`src/rtl/serial_subtractor_if.sv`:
```
// serial_subtractor_if: start/busy/done handshake with operand and result bus
interface serial_subtractor_if #(parameter int n_bit = 4);
  logic             start;
  logic [n_bit-1:0] A;
  logic [n_bit-1:0] B;
  logic             b_in;
  logic             busy;
  logic             done;
  logic [n_bit-1:0] diff_res;
  logic             b_out;
  modport master(output start, A, B, b_in, input busy, done, diff_res, b_out);
  modport slave(input start, A, B, b_in, output busy, done, diff_res, b_out);
endinterface

```
`src/rtl/serial_subtractor.sv`:
```
// serial_subtractor: bit-serial A - B - b_in, LSB first, one full-subtractor cell and a borrow flop
module serial_subtractor #(
  parameter int n_bit = 4
) (
  input logic               clk,
  input logic               rst_n,
  serial_subtractor_if.slave io
);
  localparam int cw = $clog2(n_bit);
  localparam logic [cw-1:0] last = cw'(n_bit - 1);
  typedef enum logic [1:0] {IDLE, RUN, DONE} state_t;
  state_t           state_q, state_d;
  logic [n_bit-1:0] a_q, a_d, b_q, b_d, w_q, w_d, diff_q, diff_d;
  logic             br_q, br_d, bo_q, bo_d, d, nb;
  logic [cw-1:0]    cnt_q, cnt_d;
  assign d  = a_q[0] ^ b_q[0] ^ br_q;
  assign nb = (~a_q[0] & b_q[0]) | (~(a_q[0] ^ b_q[0]) & br_q);
  always_comb begin
    state_d = state_q;
    a_d     = a_q;
    b_d     = b_q;
    w_d     = w_q;
    br_d    = br_q;
    cnt_d   = cnt_q;
    diff_d  = diff_q;
    bo_d    = bo_q;
    unique case (state_q)
      IDLE: if (io.start) begin
        a_d     = io.A;
        b_d     = io.B;
        br_d    = io.b_in;
        cnt_d   = '0;
        state_d = RUN;
      end
      RUN: begin
        a_d   = a_q >> 1;
        b_d   = b_q >> 1;
        br_d  = nb;
        w_d   = {d, w_q[n_bit-1:1]};
        cnt_d = cnt_q + 1'b1;
        if (cnt_q == last) begin
          diff_d  = w_d;
          bo_d    = nb;
          state_d = DONE;
        end
      end
      DONE: state_d = IDLE;
      default: state_d = IDLE;
    endcase
  end
  always_ff @(posedge clk) begin
    if (!rst_n) begin
      state_q <= IDLE;
      a_q     <= '0;
      b_q     <= '0;
      w_q     <= '0;
      br_q    <= 1'b0;
      cnt_q   <= '0;
      diff_q  <= '0;
      bo_q    <= 1'b0;
    end else begin
      state_q <= state_d;
      a_q     <= a_d;
      b_q     <= b_d;
      w_q     <= w_d;
      br_q    <= br_d;
      cnt_q   <= cnt_d;
      diff_q  <= diff_d;
      bo_q    <= bo_d;
    end
  end
  assign io.busy     = state_q != IDLE;
  assign io.done     = state_q == DONE;
  assign io.diff_res = diff_q;
  assign io.b_out    = bo_q;
endmodule

```
`src/flat_wrapper.sv`:
```
// flat-port wrapper written by rule: the top's interface ports become plain ports
module serial_subtractor_flat 
#(
  parameter int n_bit = 4
)
  (clk, rst_n, io_start, io_A, io_B, io_b_in, io_busy, io_done, io_diff_res, io_b_out);
  serial_subtractor_if #(.n_bit(n_bit)) io_i ();
  input logic clk;
  input logic rst_n;
  input wire logic [$bits(io_i.start)-1:0] io_start;
  input wire logic [$bits(io_i.A)-1:0] io_A;
  input wire logic [$bits(io_i.B)-1:0] io_B;
  input wire logic [$bits(io_i.b_in)-1:0] io_b_in;
  output wire logic [$bits(io_i.busy)-1:0] io_busy;
  output wire logic [$bits(io_i.done)-1:0] io_done;
  output wire logic [$bits(io_i.diff_res)-1:0] io_diff_res;
  output wire logic [$bits(io_i.b_out)-1:0] io_b_out;
  assign io_i.start = io_start;
  assign io_i.A = io_A;
  assign io_i.B = io_B;
  assign io_i.b_in = io_b_in;
  assign io_busy = io_i.busy;
  assign io_done = io_i.done;
  assign io_diff_res = io_i.diff_res;
  assign io_b_out = io_i.b_out;
  serial_subtractor #(.n_bit(n_bit)) u_core (.clk(clk), .rst_n(rst_n), .io(io_i));
endmodule
```
`config.mk`:
```
export PLATFORM = sky130hd
export DESIGN_NAME = serial_subtractor_flat
export DESIGN_NICKNAME = d
export VERILOG_FILES = /design/src/rtl/serial_subtractor_if.sv /design/src/rtl/serial_subtractor.sv /design/src/flat_wrapper.sv
export SDC_FILE = /design/constraint.sdc
export NUM_CORES = 1
export LEC_CHECK = 0
export ABC_AREA = 1
export BUFFER_PORTS_ARGS = -buffer_cell sky130_fd_sc_hd__buf_2
export CORE_MARGIN = 4
export CORE_UTILIZATION = 25
export CTS_BUF_LIST = sky130_fd_sc_hd__clkbuf_4 sky130_fd_sc_hd__clkbuf_8
export DETAILED_ROUTE_END_ITERATION = 10
export HOLD_SLACK_MARGIN = 0.08
export PLACE_DENSITY = 0.52
export SLEW_MARGIN = 10
export SYNTH_ARGS = -nofsm -noshare
export SYNTH_HDL_FRONTEND = slang
export SYNTH_SLANG_ARGS = --single-unit
```
`constraint.sdc`:
```
create_clock -name clk -period 1.4 [get_ports clk]
set_input_delay 0.21 -clock clk [delete_from_list [all_inputs] [get_ports clk]]
set_output_delay 0.21 -clock clk [all_outputs]
set_load 0.01 [all_outputs]
```
* Word level (Yosys, flattened, before mapping)
Index checks and enable logic that the tools add are counted.
W data, S select, Z words.
** Cells by class
- Add/sub/neg operators :: 1
- Equality and inequality tests :: 5
- Muxes and demuxes :: 11
- Bitwise operators :: 7
- Reduce and logical (&&, ||, !) cells :: 6
** Operators with widths (number)
- $pmux W4 S2 :: 2
- $mux W4 :: 2
- $pmux W2 S2 :: 2
- $mux W2 :: 3
- $reduce_and A2 Y1 :: 3
- $eq A2 B2 Y1 const B :: 2
- $reduce_bool A2 Y1 :: 2
- $add A2 B1 Y2 const B :: 1
- $and A1 B1 Y1 :: 2
- $eq A2 B1 Y1 const B :: 1
- $logic_not A2 Y1 :: 1
- $ne A2 B1 Y1 const B :: 1
- $ne A2 B2 Y1 const B :: 1
- $not A1 Y1 :: 2
- $pmux W1 S2 :: 1
- $xor A1 B1 Y1 :: 2
- $mux W1 :: 1
- $or A1 B1 Y1 :: 1
** Storage, ports and cells
- Register bits after elaboration :: 22
- Bits of input ports :: 12
- Output and inout bits :: 7
- Logic and storage cells :: 38

* Logic depth before layout (Yosys ltp)
- Word-level depth :: 5
- Gate-level depth with buffers :: 7
- Gate-level depth less buffers :: 7

* Worst setup path before layout
OpenSTA, ideal clock, no wires.
- Path type :: register to register
- Start point :: register u_core.b_q[0]
- End point :: register u_core.w_q[3]
- Library setup time :: 116 ps
- Arrival time :: 1015 ps
- Required time :: 1284 ps
- Path slack :: 269 ps
- Cell stages (with the launch flop) :: 5
- Path buffers :: 0
- Clock period less this slack :: 1131 ps
- Path through :: dfxtp_1 inv_1 fa_1 o21ai_0 nor2_1
** On the way
- Cells in the longest elaborated chain, start to end :: 2
** Ends and longest elaborated chain
- start, declared :: line serial_subtractor.sv:13 : logic [n_bit-1:0] a_q, a_d, b_q, b_d, w_q, w_d, diff_q, diff_d;
- start signal, assigned :: line serial_subtractor.sv:55 : b_q <= '0;
- start signal, assigned :: line serial_subtractor.sv:64 : b_q <= b_d;
- $xor A1 B1 Y1 (2 in series) :: line serial_subtractor.sv:16 : assign d = a_q[0] ^ b_q[0] ^ br_q;
- named net u_core.d :: line serial_subtractor.sv:14 : logic br_q, br_d, bo_q, bo_d, d, nb;
- end signal, assigned :: line serial_subtractor.sv:65 : w_q <= w_d;
- end, declared :: line serial_subtractor.sv:13
The timed path passes the listed nets, and every way through them passes these cells.
A chain may end at the register's enable or synchronous reset.

* Worst setup path in the final report
- Start point :: register u_core.state_q[0]
- End point :: output io_busy
** On the way
- Cells in the longest elaborated chain, start to end :: 1
** Ends and longest elaborated chain
- start, declared :: line serial_subtractor.sv:12 : state_t state_q, state_d;
- start signal, assigned :: line serial_subtractor.sv:62 : state_q <= state_d;
- $reduce_bool A2 Y1 :: line serial_subtractor.sv:72 : assign io.busy = state_q != IDLE;
- end, declared :: line flat_wrapper.sv:14 : output wire logic [$bits(io_i.busy)-1:0] io_busy;
Every way passes these cells.

==> impl_metrics.json <==
{
  "numCtsBuffers": 3,
  "synth-seq-cells": 21,
  "post_synth.cell_area_avg_sq_um": 6.86,
  "layout_min_cycle_time_ns": 1.35,
  "grt_max_degree": 18,
  "synth_ff_type": "dfxtp_1",
  "die_area_sq_um": 4840,
  "cts_tree": "built",
  "irDropWorstVdd_mv": 0.676,
  "synth_most_common_cell": "nand2_1",
  "worst_pin_slew_ns": 0.288,
  "synthTopCellsByArea": "dfxtp_1 44%, nand2_1 14%, nor2_1 11%, inv_1 9.1%, a21oi_1 5.3%",
  "initial_core_util_pct": 25.9,
  "status": "finished, final reports clean",
  "place_inst": 204,
  "nets": 175,
  "cts.htree.levels": 1,
  "worstSetupEndpointType": "output pin",
  "slew_headroom_pct": 80.8,
  "hold_buffers": 0,
  "tns_ns": 0,
  "synth_cells": 138,
  "syn-cell-area_sq_um": 947,
  "netlist-cell-type-count": 17,
  "antenna_found_initial": 0,
  "row_count": 22,
  "seq_power_share_pct": 52.8,
  "post_drt_wl_per_cell_um": 9.33,
  "power_density_nw_per_um2": 1070,
  "drt-initial-drc-count": 28,
  "clk_pin_slew_ns": 0.08,
  "ys_warn_count": 0,
  "max_cap_violations": 0,
  "final_util_pct": 31.5,
  "netlist.area_leader.share_pct": 44.4,
  "clk_path_buf_depth": 2,
  "num_io_pins": 19,
  "postCtsSetupBuffers": 0,
  "p_sw_uw": 327,
  "slew_violations": 0,
  "grt-ovfl-total": 0,
  "crit_fanout": 8,
  "vias": 834,
  "grt_pass1_wl_um": 3540,
  "cts-root-buf": "clkbuf_8",
  "syn-num-nets": 152,
  "drc_errors": 0,
  "max_freq_mhz": 743,
  "ys_seq_area_share_pct": 44.4,
  "finalSetupViolCount": 0,
  "synth_commonest_cells": "36 x nand2_1, 27 x nor2_1, 23 x inv_1, 21 x dfxtp_1, 10 x a21oi_1",
  "synth_edf_count": 0,
  "clockPowerShare_pct": 33.2,
  "routed_wl_um": 1940,
  "hpwl_um": 1460,
  "switching_share_pct": 26.6,
  "portBuffers": 18,
  "p_comb_share_pct": 14.0,
  "period_share_pct": 96.2,
  "hold_class": "in2reg",
  "clk_latency_ns": 0.26,
  "clkSinkCount": 21,
  "die_h_um": 69.6,
  "n_antenna_cell": 0,
  "stdcell_count": 208,
  "coreArea_sq_um": 3660,
  "cellLeakagePower_nw": 0.586,
  "rsz0062_at_grt": "no",
  "post_cts_resized": 1,
  "drive_gt1_share_pct": 19.4,
  "grt_pass1_vias": 807,
  "arrival_ns": 1.14,
  "worstSetupPathType": "reg2out",
  "die_x_um": 69.6,
  "track_usage_pct": 9.00,
  "drt_first_pass_iters": 4,
  "vias_per_cell": 4.01,
  "place_congestion": 0.792,
  "async_flop_share_pct": 0,
  "critPathLaunchType": "register",
  "final-hold-violation-count": 0,
  "drtAntennaViolNets": 0,
  "timing.hold.ws_ns": 0.220,
  "synth_area_leader_cell": "dfxtp_1",
  "p_int_uw": 905,
  "fin_skew_ns": 0.00389,
  "area_growth_pct": 21.8,
  "cp_data_required_time_ns": 1.19
}
-- logic make-up (layout without fill, tap and decap cells) --
group | Yosys count | after routing | synth area share, %
AND/OR/NAND/NOR | 70 | 70 | 29.7
flip-flops | 21 | 21 | 44.4
buffers and inverters | 27 | 49 | 11.8
adder cells (fa/ha/maj) | 2 | 2 | 3.43
AO/OA/AOI/OAI | 18 | 18 | 10.7
-- registers in the layout, indices dropped and copies added (netlist names) --
name / cells
u_core.a_q: 4
u_core.b_q: 4
u_core.io.diff_res: 4
u_core.w_q: 3
u_core.cnt_q: 2
u_core.state_q: 2
u_core.br_q: 1
u_core.io.b_out: 1
-- area by class of cell --
cell class              count  area [sq um]
clock buffers               3          41.3
clock inverters             1          7.51
fillers                   421          2510
inverters                  24          90.1
multi-input cells          90           418
flip-flops and latches     21           424
well taps                  48          60.1
repair buffers             21           113
-- cells in the final DEF, fill, tap and decap left out, drive strengths merged --
master / n
nand3: 3
buf: 21
and2: 1
inv: 24
nand2: 37
nor2: 28
dfxtp: 21
o21ai: 8
ha: 1
clkbuf: 3
clkinvlp: 1
nand4: 1
fa: 1
a21oi: 10
-- metal layers --
metal	vias up	track usage [%]	part of all wire (%)
li1	457	-	-
met1	365	11.5	48
met2	8	14.5	48
met3	4	2.75	3.4
met4	0	2.60	1.3
met5	-	0	0
-- worst paths after layout --
check / startpoint / end / slack [ns] / depth (start not counted)
setup / recovery: u_core.state_q[0]$_SDFFE_PN0P_ / io_busy / 0.05 / 4
hold / removal: io_B[3] / u_core.b_q[3]$_SDFFE_PN0P_ / 0.22 / 3
setup reg to reg: u_core.b_q[0]$_SDFFE_PN0P_ / u_core.w_q[3]$_SDFFE_PN0P_ / 0.20 / 4
hold reg to reg: u_core.b_q[3]$_SDFFE_PN0P_ / u_core.b_q[3]$_SDFFE_PN0P_ / 0.47 / 2
-- per-stage QoR --
step,total power [mW],cell area [sq um],worst slack (ns)
after floorplan,0.781,947,0.269
after global placement,0.839,1100,0.189
after detailed placement,0.838,1100,0.171
after CTS,1.25,1150,0.00730
after global routing,1.32,1150,0.00110
final,1.23,1150,0.0538
-- power groups by stage --
stage          sequential, mW  clock [mW]  combinational [mW]
2_1_floorplan           0.660           0               0.122
3_3_place_gp            0.665           0               0.174
3_5_place_dp            0.665           0               0.173
4_1_cts                 0.651       0.428               0.174
5_1_grt                 0.657       0.461               0.204
6_report                0.650       0.410               0.172
-- critical path, cell delays in order, from the launching register on --
cell,delay (ns)
dfxtp_4,0.38
buf_4,0.17
nor2_2,0.15
inv_1,0.05
buf_2,0.13
No activity file was read; power rests on OpenSTA's default activity.
